**src/rtl/store_buffer.sv**
```systemverilog
// store_buffer: posted-write store buffer for the RV32I MEM stage.
//
// Checks store alignment, converts SB/SH/SW stores into a word address,
// lane-shifted data and byte strobes, queues them in a DEPTH-entry FIFO and
// drains them in order to data memory over a req/ack handshake. A
// combinational word-address compare lets the load path stall on pending stores.
//
// Ports:
//   clk, rst              clock; asynchronous active-high reset
//   in_valid/in_ready     store request handshake (in_ready = !full)
//   in_addr/in_data/in_sel byte address, formatted value, size (00 SB, 01 SH, 1x SW)
//   misalign              one-cycle pulse after a rejected misaligned store
//   mem_req/mem_ack       write request to memory and its acknowledge
//   mem_addr/mem_wdata/mem_wstrb  head entry (zero while idle)
//   chk_addr/chk_hit      load address and pending same-word hit
//   count/empty/full      occupancy
module store_buffer #(
    parameter int unsigned DEPTH = 4,
    parameter int unsigned AW    = 32
) (
    input  logic                   clk,
    input  logic                   rst,
    input  logic                   in_valid,
    output logic                   in_ready,
    input  logic [AW-1:0]          in_addr,
    input  logic [31:0]            in_data,
    input  logic [1:0]             in_sel,
    output logic                   misalign,
    output logic                   mem_req,
    output logic [AW-1:0]          mem_addr,
    output logic [31:0]            mem_wdata,
    output logic [3:0]             mem_wstrb,
    input  logic                   mem_ack,
    input  logic [AW-1:0]          chk_addr,
    output logic                   chk_hit,
    output logic [$clog2(DEPTH):0] count,
    output logic                   empty,
    output logic                   full
);

    localparam int unsigned PW = $clog2(DEPTH);
    localparam int unsigned CW = PW + 1;
    localparam logic [CW-1:0] FullCount = CW'(DEPTH);

    typedef enum logic [0:0] {StIdle, StReq} state_e;

    state_e        state_q, state_d;
    logic [PW-1:0] wr_ptr_q, rd_ptr_q;
    logic [CW-1:0] count_q, count_d;
    logic          misalign_q;

    // Entries hold the word address only; the byte offset lives in the strobes.
    logic [AW-3:0] addr_mem [DEPTH];
    logic [31:0]   data_mem [DEPTH];
    logic [3:0]    strb_mem [DEPTH];

    logic          aligned;
    logic          push, pop, reject;
    logic [31:0]   fmt_data;
    logic [3:0]    fmt_strb;
    logic          chk_lsb_unused;

    assign chk_lsb_unused = ^chk_addr[1:0];

    assign full     = (count_q == FullCount);
    assign empty    = (count_q == '0);
    assign count    = count_q;
    assign in_ready = !full;
    assign misalign = misalign_q;

    always_comb begin
        aligned = 1'b1;
        if (in_sel[1]) begin
            aligned = (in_addr[1:0] == 2'b00);
        end else if (in_sel[0]) begin
            aligned = !in_addr[0];
        end
    end

    assign push   = in_valid && in_ready && aligned;
    assign reject = in_valid && in_ready && !aligned;
    assign pop    = (state_q == StReq) && mem_ack;

    // Lane formatting; unused lanes are forced to zero.
    always_comb begin
        fmt_data = 32'h0;
        fmt_strb = 4'b0000;
        if (in_sel[1]) begin
            fmt_data = in_data;
            fmt_strb = 4'b1111;
        end else if (in_sel[0]) begin
            if (in_addr[1]) begin
                fmt_data = {in_data[15:0], 16'h0};
                fmt_strb = 4'b1100;
            end else begin
                fmt_data = {16'h0, in_data[15:0]};
                fmt_strb = 4'b0011;
            end
        end else begin
            unique case (in_addr[1:0])
                2'b00: begin fmt_data = {24'h0, in_data[7:0]};        fmt_strb = 4'b0001; end
                2'b01: begin fmt_data = {16'h0, in_data[7:0], 8'h0};  fmt_strb = 4'b0010; end
                2'b10: begin fmt_data = {8'h0, in_data[7:0], 16'h0};  fmt_strb = 4'b0100; end
                default: begin fmt_data = {in_data[7:0], 24'h0};      fmt_strb = 4'b1000; end
            endcase
        end
    end

    always_comb begin
        count_d = count_q;
        unique case ({push, pop})
            2'b10:   count_d = count_q + CW'(1);
            2'b01:   count_d = count_q - CW'(1);
            default: count_d = count_q;
        endcase
    end

    // Drain FSM and memory-side outputs.
    always_comb begin
        state_d   = state_q;
        mem_req   = 1'b0;
        mem_addr  = '0;
        mem_wdata = 32'h0;
        mem_wstrb = 4'b0000;
        unique case (state_q)
            StIdle: begin
                if (count_q != '0) begin
                    state_d = StReq;
                end
            end
            StReq: begin
                mem_req   = 1'b1;
                mem_addr  = {addr_mem[rd_ptr_q], 2'b00};
                mem_wdata = data_mem[rd_ptr_q];
                mem_wstrb = strb_mem[rd_ptr_q];
                // Stay in REQ for back-to-back drain while anything remains.
                if (pop && (count_d == '0)) begin
                    state_d = StIdle;
                end
            end
            default: state_d = StIdle;
        endcase
    end

    // An entry is valid when its distance from the head is below count.
    always_comb begin
        logic [PW-1:0] off;
        chk_hit = 1'b0;
        off     = '0;
        for (int unsigned i = 0; i < DEPTH; i++) begin
            off = PW'(i) - rd_ptr_q;
            if (({1'b0, off} < count_q) && (addr_mem[i] == chk_addr[AW-1:2])) begin
                chk_hit = 1'b1;
            end
        end
    end

    always_ff @(posedge clk or posedge rst) begin
        if (rst) begin
            state_q    <= StIdle;
            wr_ptr_q   <= '0;
            rd_ptr_q   <= '0;
            count_q    <= '0;
            misalign_q <= 1'b0;
        end else begin
            state_q    <= state_d;
            count_q    <= count_d;
            misalign_q <= reject;
            if (push) begin
                wr_ptr_q <= wr_ptr_q + PW'(1);
            end
            if (pop) begin
                rd_ptr_q <= rd_ptr_q + PW'(1);
            end
        end
    end

    // Storage needs no reset: validity is defined by the pointers and count.
    always_ff @(posedge clk) begin
        if (push) begin
            addr_mem[wr_ptr_q] <= in_addr[AW-1:2];
            data_mem[wr_ptr_q] <= fmt_data;
            strb_mem[wr_ptr_q] <= fmt_strb;
        end
    end

endmodule

```
**config.mk**
```make
export PLATFORM = sky130hd
export DESIGN_NAME = store_buffer
export DESIGN_NICKNAME = d
export VERILOG_FILES = /design/src/rtl/store_buffer.sv
export SDC_FILE = /design/constraint.sdc
export NUM_CORES = 1
export LEC_CHECK = 0
export BUFFER_PORTS_ARGS = -buffer_cell sky130_fd_sc_hd__buf_2
export CAP_MARGIN = 20
export CORE_MARGIN = 4
export CORE_UTILIZATION = 35
export DETAILED_ROUTE_END_ITERATION = 7
export HOLD_SLACK_MARGIN = 0.03
export PLACE_DENSITY = 0.58
export SLEW_MARGIN = 15
export SYNTH_ARGS = -nofsm -noshare
export SYNTH_HDL_FRONTEND = slang
export SYNTH_SLANG_ARGS = --single-unit
```
**constraint.sdc**
```tcl
create_clock -name clk -period 3.65 [get_ports clk]
set_clock_uncertainty 0.15 [all_clocks]
set_input_delay 0 -clock clk [delete_from_list [all_inputs] [get_ports clk]]
set_output_delay 0 -clock clk [all_outputs]
set_load 0.03 [all_outputs]
```
==> out/results.ini <==
[critical_path]
cp_max_fo=12
crit_arrival_ns=2.95
critical_path.max_stage_delay_ns=0.57
worst_ep_required_time_ns=3.50
crit_chain=buf_4 -> xor2_1 -> inv_1 -> ha_1 -> a21oi_1 -> nand3_1 -> a2111oi_0 -> or4_1 -> buf_2
critPathSlowestCell=dfrtp_2
crit_path_start_kind=flip-flop
endpoint_kind=primary output
crit_type=flip-flop to primary output

[sta]
drv_slew=0
fin_crit_sh=0.849
rsz0062_at_grt=no
final_hold_viol_count=0
tightest_slew_ns=0.827
fmax_mhz=323
relSlewSlack=0.448
min_period_ns=3.10
finalSetupViolations=0
fin_tns_setup_ns=0

[drt]
drc=0
vias_per_cell=5.02
drt-initial-drc-count=484
first_pass_iters=7
ant_nets=0
wirelength_um=32700
wire_per_inst_um=22.2
num_vias=7411

[yosys]
yosysSeqAreaShare=0.659
synthMuxAreaShare=0.121
syn_inst=727
netlist_area_um2=12400
ys_warn_count=0
ys_ff_latch=273
synthXorXnorAreaFrac=0.0899
synthAdderAreaFrac=0.0107
postSynthAreaPerCell_um2=17.0
synth_top_family_by_area=multiplexers
synth.distinct_cells=39
synth-simple-area-share=0.0697
synth_compound_area_frac=0.0296

[place]
hpwl_um=22500
io_buffers=174
gp_congestion=0.817

[floorplan]
dieArea_um2=38400
core_um2=34700
io-pin-count=179
start_util=0.357
rows=68
die_w_um=196
die_h_um=196

[pwr]
power_density_nw_per_um2=719
leakagePower_uw=0.00558
vdd_drop_max_uv=490

[clocking]
insertion_delay_ns=0.56
cts_buffers=30
cts_tree=built
clkSinkCount=273
htreeDepth=1
clk_path_buf_depth=3
root_buffer=clkbuf_16
clk_pin_slew_ns=0.06

[final_layout]
mostFrequentLayoutCells=edfxtp_1, buf_2, xor2_1
final_common_cell=edfxtp_1
area_growth_pct=26.0
post-route-util=0.449
diodes=0
post_route_cells_drive_above_1_share=0.301
nNetsFinal=1108

[global_route]
grt_pass1_vias=7907
grt-ovfl-total=0
grt_max_degree=69
grt_pass1_wl_um=48500
antenna_found_initial=2
grt_use_total=0.165

[status]
status=finished, final reports clean

[job]
maxCapViolations=0

[hold_path]
hold_class=primary input to flip-flop

stage by stage:
step                      worst slack [ns]  instance area [um2]  instances  hold slack, ns  total power (uW)
after floorplan                     0.0169                12400        728          -0.322              7060
after global placement               0.898                13800       1338          -0.149              8390
after detailed placement             0.827                13800       1338          -0.153              8410
after CTS                            0.539                15600       1475          0.0362             11400
after global routing                 0.286                15600       1475          0.0608             11700
final                                0.552                15600       1475          0.0547             11200
synthesized netlist by cell type:
library cell | count | share of area
edfxtp_1 | 264 | 0.64
xor2_1 | 98 | 0.069
and2_1 | 79 | 0.040
mux4_2 | 66 | 0.12
xnor2_1 | 29 | 0.021
nor4_1 | 22 | 0.011
inv_1 | 21 | 0.0064
clkbuf_1 | 18 | 0.0055
nand2_1 | 12 | 0.0036
nand4_1 | 10 | 0.0051
o21ai_0 | 10 | 0.0040
dfrtp_1 | 9 | 0.018
ha_1 | 9 | 0.0091
a222oi_1 | 8 | 0.0065
a22o_1 | 8 | 0.0057
a22oi_1 | 8 | 0.0049
buf_2 | 8 | 0.0032
a21oi_1 | 6 | 0.0024
nand3_1 | 5 | 0.0020
nor2_1 | 5 | 0.0015
a2111oi_0 | 4 | 0.0028
nor3_1 | 4 | 0.0016
buf_6 | 3 | 0.0027
nand2b_1 | 3 | 0.0015
buf_4 | 2 | 0.0012
clkbuf_2 | 2 | 0.00081
o21bai_1 | 2 | 0.0012
a21o_1 | 1 | 0.00061
and3b_1 | 1 | 0.00071
buf_1 | 1 | 0.00030
conb_1 | 1 | 0.00030
fa_1 | 1 | 0.0016
mux2_2 | 1 | 0.00091
nor2_2 | 1 | 0.00051
nor2b_1 | 1 | 0.00051
nor3b_2 | 1 | 0.0010
o21a_1 | 1 | 0.00061
o41a_1 | 1 | 0.00091
or4_1 | 1 | 0.00061
layout make-up:
| class | instances | area [um2] |
|---|---|---|
| fill | 3099 | 19100 |
| tap | 455 | 569 |
| sequential | 273 | 8160 |
| inverter | 21 | 78.8 |
| clock inverter | 19 | 173 |
| multi-input combinational | 400 | 3990 |
| timing repair buffer | 270 | 1840 |
| clock buffer | 37 | 777 |
final timing paths:
check / end / cells past startpoint / slack (ns) / from
min in group asynchronous: misalign / 4 / 0.37 / rst
min reg2reg: wr_ptr_q[1] / 1 / 0.44 / wr_ptr_q[1]
max in group asynchronous: rd_ptr_q[0] / 4 / 2.68 / rst
max: chk_hit / 9 / 0.55 / rd_ptr_q[1]
min: addr_mem[0][7] / 2 / 0.05 / in_addr[9]
max reg2reg: state_q / 12 / 0.85 / count[1]
critical path, delay by kind of cell, from the launching register on:
kind,cells,cell delay (ns)
simple gates,2,0.30
compound gates,2,0.54
buf+inv,3,0.57
fa+ha+maj,1,0.18
flops,1,0.57
xor+xnor,1,0.24
cells by family (layout without fill, tap and decap cells):
group	after synthesis	in the layout
muxes	67	67
xor gates and xnor gates	127	127
DFF	273	273
adders and majority gates	10	10
and+or+nand+nor	145	145
other	1	2
buffers and inverters	55	347
AOI/OAI and AO/OA	49	49
sequential cells by signal, summed over array words and instances, names as in the netlist:
| name | count |
|---|---|
| state_q | 1 |
| count | 3 |
| addr_mem | 120 |
| strb_mem | 16 |
| data_mem | 128 |
| rd_ptr_q | 2 |
| misalign | 1 |
| wr_ptr_q | 2 |
metal layers:
metal / vias up / track usage / part of all wire / wire length [um]
met1: 3739 / 0.219 / 0.42 / 13700
met5: - / 0 / 0.00079 / 26
li1: 3354 / - / - / -
met4: 4 / 0.0318 / 0.018 / 575
met3: 42 / 0.0259 / 0.058 / 1880
met2: 272 / 0.292 / 0.51 / 16600
power breakdown:
part           switching [uW]  internal, uW
Combinational            2550          1650
Sequential                258          3870
Clock                    1230          1660
Total                    4040          7180
what timing repair did:
action	in CTS	in global routing
gates resized for setup	0	0
hold endpoints to repair	278	0
buffers inserted	0	0
hold buffers	81	0
(Power assumes the default switching activity.)
